**src/rtl/rr_output_arbiter.sv**
```systemverilog
// Round-robin switch arbiter for one router output port.
// Locks the output to one input from header to tail flit.
module rr_output_arbiter #(
  parameter int N_IN   = 5,
  parameter int FLIT_W = 32
) (
  input  logic                     clk,
  input  logic                     rst,
  input  logic [N_IN-1:0]          req,
  input  logic [N_IN-1:0]          empty,
  input  logic [3*N_IN-1:0]        flit_id_in,
  input  logic [FLIT_W*N_IN-1:0]   data_in,
  input  logic                     out_ready,
  output logic [N_IN-1:0]          rd_en,
  output logic                     valid_out,
  output logic [FLIT_W-1:0]        data_out,
  output logic [N_IN-1:0]          grant,
  output logic                     busy
);

  localparam int PW = (N_IN > 1) ? $clog2(N_IN) : 1;
  localparam logic [2:0] HDR  = 3'b001;
  localparam logic [2:0] TAIL = 3'b100;

  typedef enum logic {IDLE, BUSY} state_t;

  state_t          state;
  logic [PW-1:0]   ptr;

  logic [N_IN-1:0] elig;
  logic [N_IN-1:0] is_tail;
  logic [PW-1:0]   owner;
  logic [FLIT_W-1:0] own_data;
  logic            own_tail;
  logic            own_avail;
  logic            win_found;
  logic [N_IN-1:0] win_oh;
  logic [PW-1:0]   idx;
  logic [PW-1:0]   nxt_ptr;
  logic            xfer;
  int              t;

  // Per-input eligibility and tail decode
  always_comb begin
    elig    = '0;
    is_tail = '0;
    for (int i = 0; i < N_IN; i++) begin
      elig[i]    = req[i] & ~empty[i] &
                   (flit_id_in[3*i +: 3] == HDR);
      is_tail[i] = (flit_id_in[3*i +: 3] == TAIL);
    end
  end

  // Owner index and owner head-flit view from the grant register
  always_comb begin
    owner    = '0;
    own_data = '0;
    for (int i = 0; i < N_IN; i++) begin
      if (grant[i]) begin
        owner    = PW'(i);
        own_data = data_in[FLIT_W*i +: FLIT_W];
      end
    end
    own_tail  = |(grant & is_tail);
    own_avail = |(grant & ~empty);
  end

  // Rotating first-eligible search starting at ptr
  always_comb begin
    win_found = 1'b0;
    win_oh    = '0;
    idx       = '0;
    t         = 0;
    for (int k = 0; k < N_IN; k++) begin
      t = int'(ptr) + k;
      if (t >= N_IN) t = t - N_IN;
      idx = PW'(t);
      if (!win_found && elig[idx]) begin
        win_found   = 1'b1;
        win_oh[idx] = 1'b1;
      end
    end
  end

  assign nxt_ptr = (owner == PW'(N_IN - 1)) ? '0 : owner + PW'(1);

  assign xfer      = (state == BUSY) & own_avail & out_ready;
  assign rd_en     = grant & {N_IN{xfer}};
  assign valid_out = xfer;
  assign data_out  = xfer ? own_data : '0;
  assign busy      = (state == BUSY);

  // Arbitration and packet-lock state machine
  always_ff @(posedge clk or posedge rst) begin
    if (rst) begin
      state <= IDLE;
      grant <= '0;
      ptr   <= '0;
    end else begin
      unique case (state)
        IDLE: begin
          if (win_found) begin
            grant <= win_oh;
            state <= BUSY;
          end
        end
        BUSY: begin
          if (xfer && own_tail) begin
            grant <= '0;
            state <= IDLE;
            ptr   <= nxt_ptr;
          end
        end
      endcase
    end
  end

endmodule

```
**config.mk**
```make
export PLATFORM = sky130hd
export DESIGN_NAME = rr_output_arbiter
export DESIGN_NICKNAME = d
export VERILOG_FILES = /design/src/rtl/rr_output_arbiter.sv
export SDC_FILE = /design/constraint.sdc
export NUM_CORES = 1
export LEC_CHECK = 0
export CAP_MARGIN = 10
export CORE_UTILIZATION = 35
export DETAILED_ROUTE_END_ITERATION = 12
export GPL_TIMING_DRIVEN = 0
export PLACE_DENSITY = 0.86
export SYNTH_ARGS = -nofsm -noshare
export SYNTH_HDL_FRONTEND = slang
export SYNTH_SLANG_ARGS = --single-unit
```
**constraint.sdc**
```tcl
create_clock -name clk -period 3.93 [get_ports clk]
set_input_delay 0.9825 -clock clk [delete_from_list [all_inputs] [get_ports clk]]
set_output_delay 0.9825 -clock clk [all_outputs]
set_load 0.01 [all_outputs]
```
Yosys cells after proc, flatten, opt, wreduce, memory -nomap -nowiden:

Cells that the tools add are included.

* add/subtract/negate cells: 10
* multiply operators: 0
* divide/modulo/power cells: 0
* magnitude comparators: 15
* eq/ne operators: 13
* shift operators: 0
* muxes and demuxes: 52
* bitwise operators: 26
* reduce and logical (&&, ||, !) cells: 18

Operator list (number)
* 2-to-1 mux 32 bit: 6
* 2-to-1 mux 5 bit: 7
* 2-to-1 mux 3 bit: 9
* < comparator 3 x 4 -> 1 bit, second input constant: 5
* OR 5 bit: 4
* == test 3 bit, second input constant: 6
* 2-to-1 mux 1 bit: 18
* greater-or-equal comparator 4 x 3 -> 1 bit, second input constant: 4
* AND 5 bit: 3
* binary-select mux 1 bit (select 3 bit): 5
* demux 1 bit (select 3 bit): 5
* == test 3 x 1 -> 1 bit, second input constant: 5
* greater-or-equal comparator 3 x 1 -> 1 bit, second input constant: 5
* subtractor 3 bit, second input constant: 5
* AND 1 bit: 12
* logical AND 1 bit: 10
* one-hot mux 5 bit (2 select lines): 1
* OR reduction 5 bit: 2
* adder 3 x 2 -> 4 bit, second input constant: 2
* NOT 1 bit: 6
* NOT 5 bit: 1
* adder 3 x 1 -> 4 bit, second input constant: 1
* adder 3 x 3 -> 4 bit, second input constant: 1
* zero test 1 bit: 4
* 6 further kinds: 7

* flip-flop bits (word level): 9
* latch bits: 0
* RAM bits: 0
* ROM bits: 0
* input bits: 188
* output and inout port bits: 44
* memories: 0

Longest topological paths before layout:

* depth after elaboration: 20
* mapped depth: 15

Worst setup path after synthesis:

No wires, ideal clock.

* kind: input to output
* start: in empty[3]
* end: out data_out[26]
* arrival: 2.055 ns
* required time: 2.947 ns
* slack: 0.893 ns
* stages: 5
* path buffers: 2
* cell sequence: o22ai_1 -> o311ai_1 -> clkbuf_1 -> clkbuf_1 -> nor2_1

* word-level cells in the longest chain between the ends: 6

Ends and longest elaborated chain
* start, declared: RTL line 10 `input logic [N_IN-1:0] empty,`
* NOT 5 bit: RTL line 65 `own_avail = |(grant & ~empty);`
* AND 5 bit: RTL line 65
* OR reduction 5 bit: RTL line 65
* AND 1 bit (2 in a row): RTL line 87 `assign xfer = (state == BUSY) & own_avail & out_ready;`
* 2-to-1 mux 32 bit: RTL line 90 `assign data_out = xfer ? own_data : '0;`
* end, declared: RTL line 16 `output logic [FLIT_W-1:0] data_out,`

No other way between the ends.

Worst setup path after layout:

* start: in empty[2]
* end: out data_out[31]

Same word-level chain as after synthesis.

==> impl_metrics.yaml <==
clock_network:
  cts_hold_buf: 0
  clk_latency_ns: 0.23
  clock_path_buffers: 2
  cts_made_buffers: 3
  clkSlewWorstSetupHoldPaths_ns: 0.04
  clock_sinks: 9
  h-tree-depth: 1
  root_buffer: "clkbuf_8"
  cts_tree: "done"
layout:
  final_cell_mix: "200 x clkdlybuf4s50_1, 87 x nor2_1, 62 x a21oi_1, 34 x o21ai_0, 23 x nand2_1"
  fillers: 726
  area_delta_synth_final_pct: 85.6
  final_common_cell: "clkdlybuf4s50_1"
  antenna_cells: 0
  drive_gt1_share_pct: 8.07
  seq_area_sq_um: 226
  multi_input_area_sq_mm: 0.00259
  final_nets: 905
  final_area_sq_mm: 0.00566
sta:
  slew_viol_final: 0
  worst_pin_slew_ns: 0.848
  period_minus_slack_ns: 3.83
  fin_crit_sh_pct: 97.4
  finClkSkew_ns: 0.00136
  fmax_ghz: 0.261
  rsz0062_at_grt: "false"
  finalSetupTns_ns: 0
  finalHoldViolCount: 0
  finalSetupViolCount: 0
  max-slew-margin-rel_pct: 42.8
global_route:
  antenna_found_initial: 0
  grt_pass1_vias: 4634
  grt_max_degree: 12
  grt_pass1_wl_um: 23800
  gr-usage-all-layers_pct: 34.3
  grt_overflow: 0
die:
  start_util_pct: 36.6
  rows: 33
  ioPinCount: 232
  die_area_sq_mm: 0.00909
  die_y_um: 95.4
  core-area_sq_mm: 0.00834
  chipWidth_um: 95.4
setup_path:
  slowest_delay_ns: 0.52
  arrival_ns: 2.84
  cp_max_fo: 6
  cp.depth: 7
  rrSetupSlack_ns: 0.46
  path_buf_inv: 4
  cp_slowest_cell: "clkdlybuf4s50_1"
  crit_chain: "clkdlybuf4s50_1, o22ai_1, o311ai_2, clkbuf_8, buf_4, nor2_1, clkdlybuf4s50_1"
  path_common_cell: "clkdlybuf4s50_1"
  start_kind: "input pin"
  critical_path_class: "input pin to output port"
  r2r_cells: 13
  required_ns: 2.95
  endpoint_kind: "output port"
  crit_family: "buffers and inverters"
drt:
  top_layer: "met4"
  wl_um: 16600
  firstDrtPassIters: 7
  via_count: 4814
  drc: 0
  final_antenna_net_count: 0
  wl_met3_um: 1680
  route.met2.wl_um: 7860
  via_per_inst: 5.94
  drt_iter0_markers: 291
  wl_met1_um: 6530
  wire_per_inst_um: 20.5
yosys:
  synthCells: 470
  synth_seq_area_share_pct: 7.38
  synth_edf_count: 0
  syn_avg_cell_area_sq_um: 6.49
  async_flop_share_pct: 100
  synth_seq_cells: 9
  synth_cell_types: 75
  synthFlopType: "dfrtp_1"
  synth_area_sq_mm: 0.00305
  synth_nets: 668
  ys.warnings.count: 0
power:
  power.leakage_nw: 2.50
  intPower_w: 0.00136
  clkPwrFrac_pct: 3.4
  power.density_mw_per_mm2: 533
  p_sw_w: 0.00166
  comb_power_share_pct: 90.6
  seqPwrFrac_pct: 5.9
  ir_drop_uv: 280
  p_total_w: 0.00302
  p_sw_share_pct: 55.0
place:
  place_area_sq_mm: 0.00549
  port_buffers: 231
  hpwl_um: 13700
  gp_congestion: 1.01
min_path:
  hp-class: "flop to flop"
  hold_depth: 2
status:
  status: "finished, final reports clean"
job:
  cap_violations: 0
[power by group through the flow]
stage,sequential (W),clock (W),combinational (W)
2_1_floorplan,0.000154,0,0.00182
3_3_place_gp,0.000158,0,0.00260
3_5_place_dp,0.000159,0,0.00265
4_1_cts,0.000166,0.000106,0.00269
5_1_grt,0.000181,0.000111,0.00297
6_report,0.000178,0.000104,0.00273
[state kept, by name, indices dropped and copies added, names as in the netlist]
signal  flops
busy        1
grant       5
ptr         3
[final cells by class]
cell class              instances  share of cell area [%]
plain buffers                  38                    3.89
clock buffers                   3                   0.729
clock inverters                 1                  0.0884
inverters                      21                    1.39
multi-input cells             400                    45.7
flip-flops and latches          9                    4.00
well taps                     105                    2.32
repair buffers                234                    41.9
[through the flow]
| stage | worst slack, ns | util [%] | std cells | hold slack [ns] |
|---|---|---|---|---|
| after floorplan | 0.893 | - | 470 | 0.567 |
| after global placement | -0.725 | 65.9 | 806 | 0.561 |
| after detailed placement | -0.730 | 65.9 | 806 | 0.577 |
| after CTS | 0.000555 | 67.2 | 812 | 0.584 |
| after global routing | 0.0304 | 67.9 | 811 | 0.603 |
| final | 0.103 | 67.9 | 811 | 0.582 |
[worst paths after layout]
| check | to | start |
|---|---|---|
| max | data_out[31] | empty[2] |
| min | grant[0] | grant[0] |
| max reg2reg | grant[0] | ptr[0] |
| min reg2reg | grant[0] | grant[0] |
| max in group asynchronous | grant[3] | rst |
| min in group asynchronous | grant[1] | rst |
[synth_stat cells, types with 3 or more instances]
cell type  count  area share, %
ha_1           9            3.7
mux2i_1        8            2.6
clkbuf_1      28            3.4
a221o_1       16            5.3
nor2_1        90             11
nor4b_1        3           0.86
o22ai_1       19            3.9
nor3_1        18            3.0
inv_1         19            2.3
buf_2          3           0.49
or2_2          3           0.62
a21oi_1       62             10
nand2b_1       5            1.0
and2_1         4           0.82
a21o_1         4           0.98
dfrtp_1        9            7.4
buf_1          4           0.49
a31oi_1        4           0.82
o21ai_0       34            5.6
a221oi_1      17            4.9
o211ai_1       3           0.74
o2111ai_1      5            1.4
nor2b_1        6            1.2
nand2_1       23            2.8
nand3_1        6           0.98
and2b_1        4           0.98
[worst reg2reg max path, stage by stage, from the launching register on]
cell and delay, ns:
dfrtp_1 0.46, buf_6 0.18, inv_2 0.16, ha_1 0.22
inv_1 0.06, fa_1 0.41, inv_1 0.14, a21oi_1 0.14
or2_2 0.34, o2111ai_1 0.28, a32oi_2 0.21, and3_1 0.25
a221oi_1 0.37, mux2i_1 0.13
[timing repair]
action / 4_1_cts / 5_1_grt
setup endpoints to repair: 37 / 23
gates resized for setup: 31 / 25
gates cloned: 0 / 0
setup buffers: 3 / 0
pin swaps: 0 / 1
[metal layers]
layer | track usage (%) | up-vias
met1 | 42.2 | 2239
met2 | 58.8 | 284
met3 | 6.78 | 46
met4 | 12.4 | 0
met5 | 0 | -
li1 | - | 2245
[logic make-up after synthesis]
family                     count (synthesis)  synth area share, %
adders and majority gates                 10                 4.35
muxes                                     12                 4.68
and+or+nand+nor                          182                 29.7
buffers and inverters                     61                 8.49
DFF                                        9                 7.38
xor gates and xnor gates                   2                0.574
AOI/OAI and AO/OA                        194                 44.9
(Power assumes the default switching activity.)
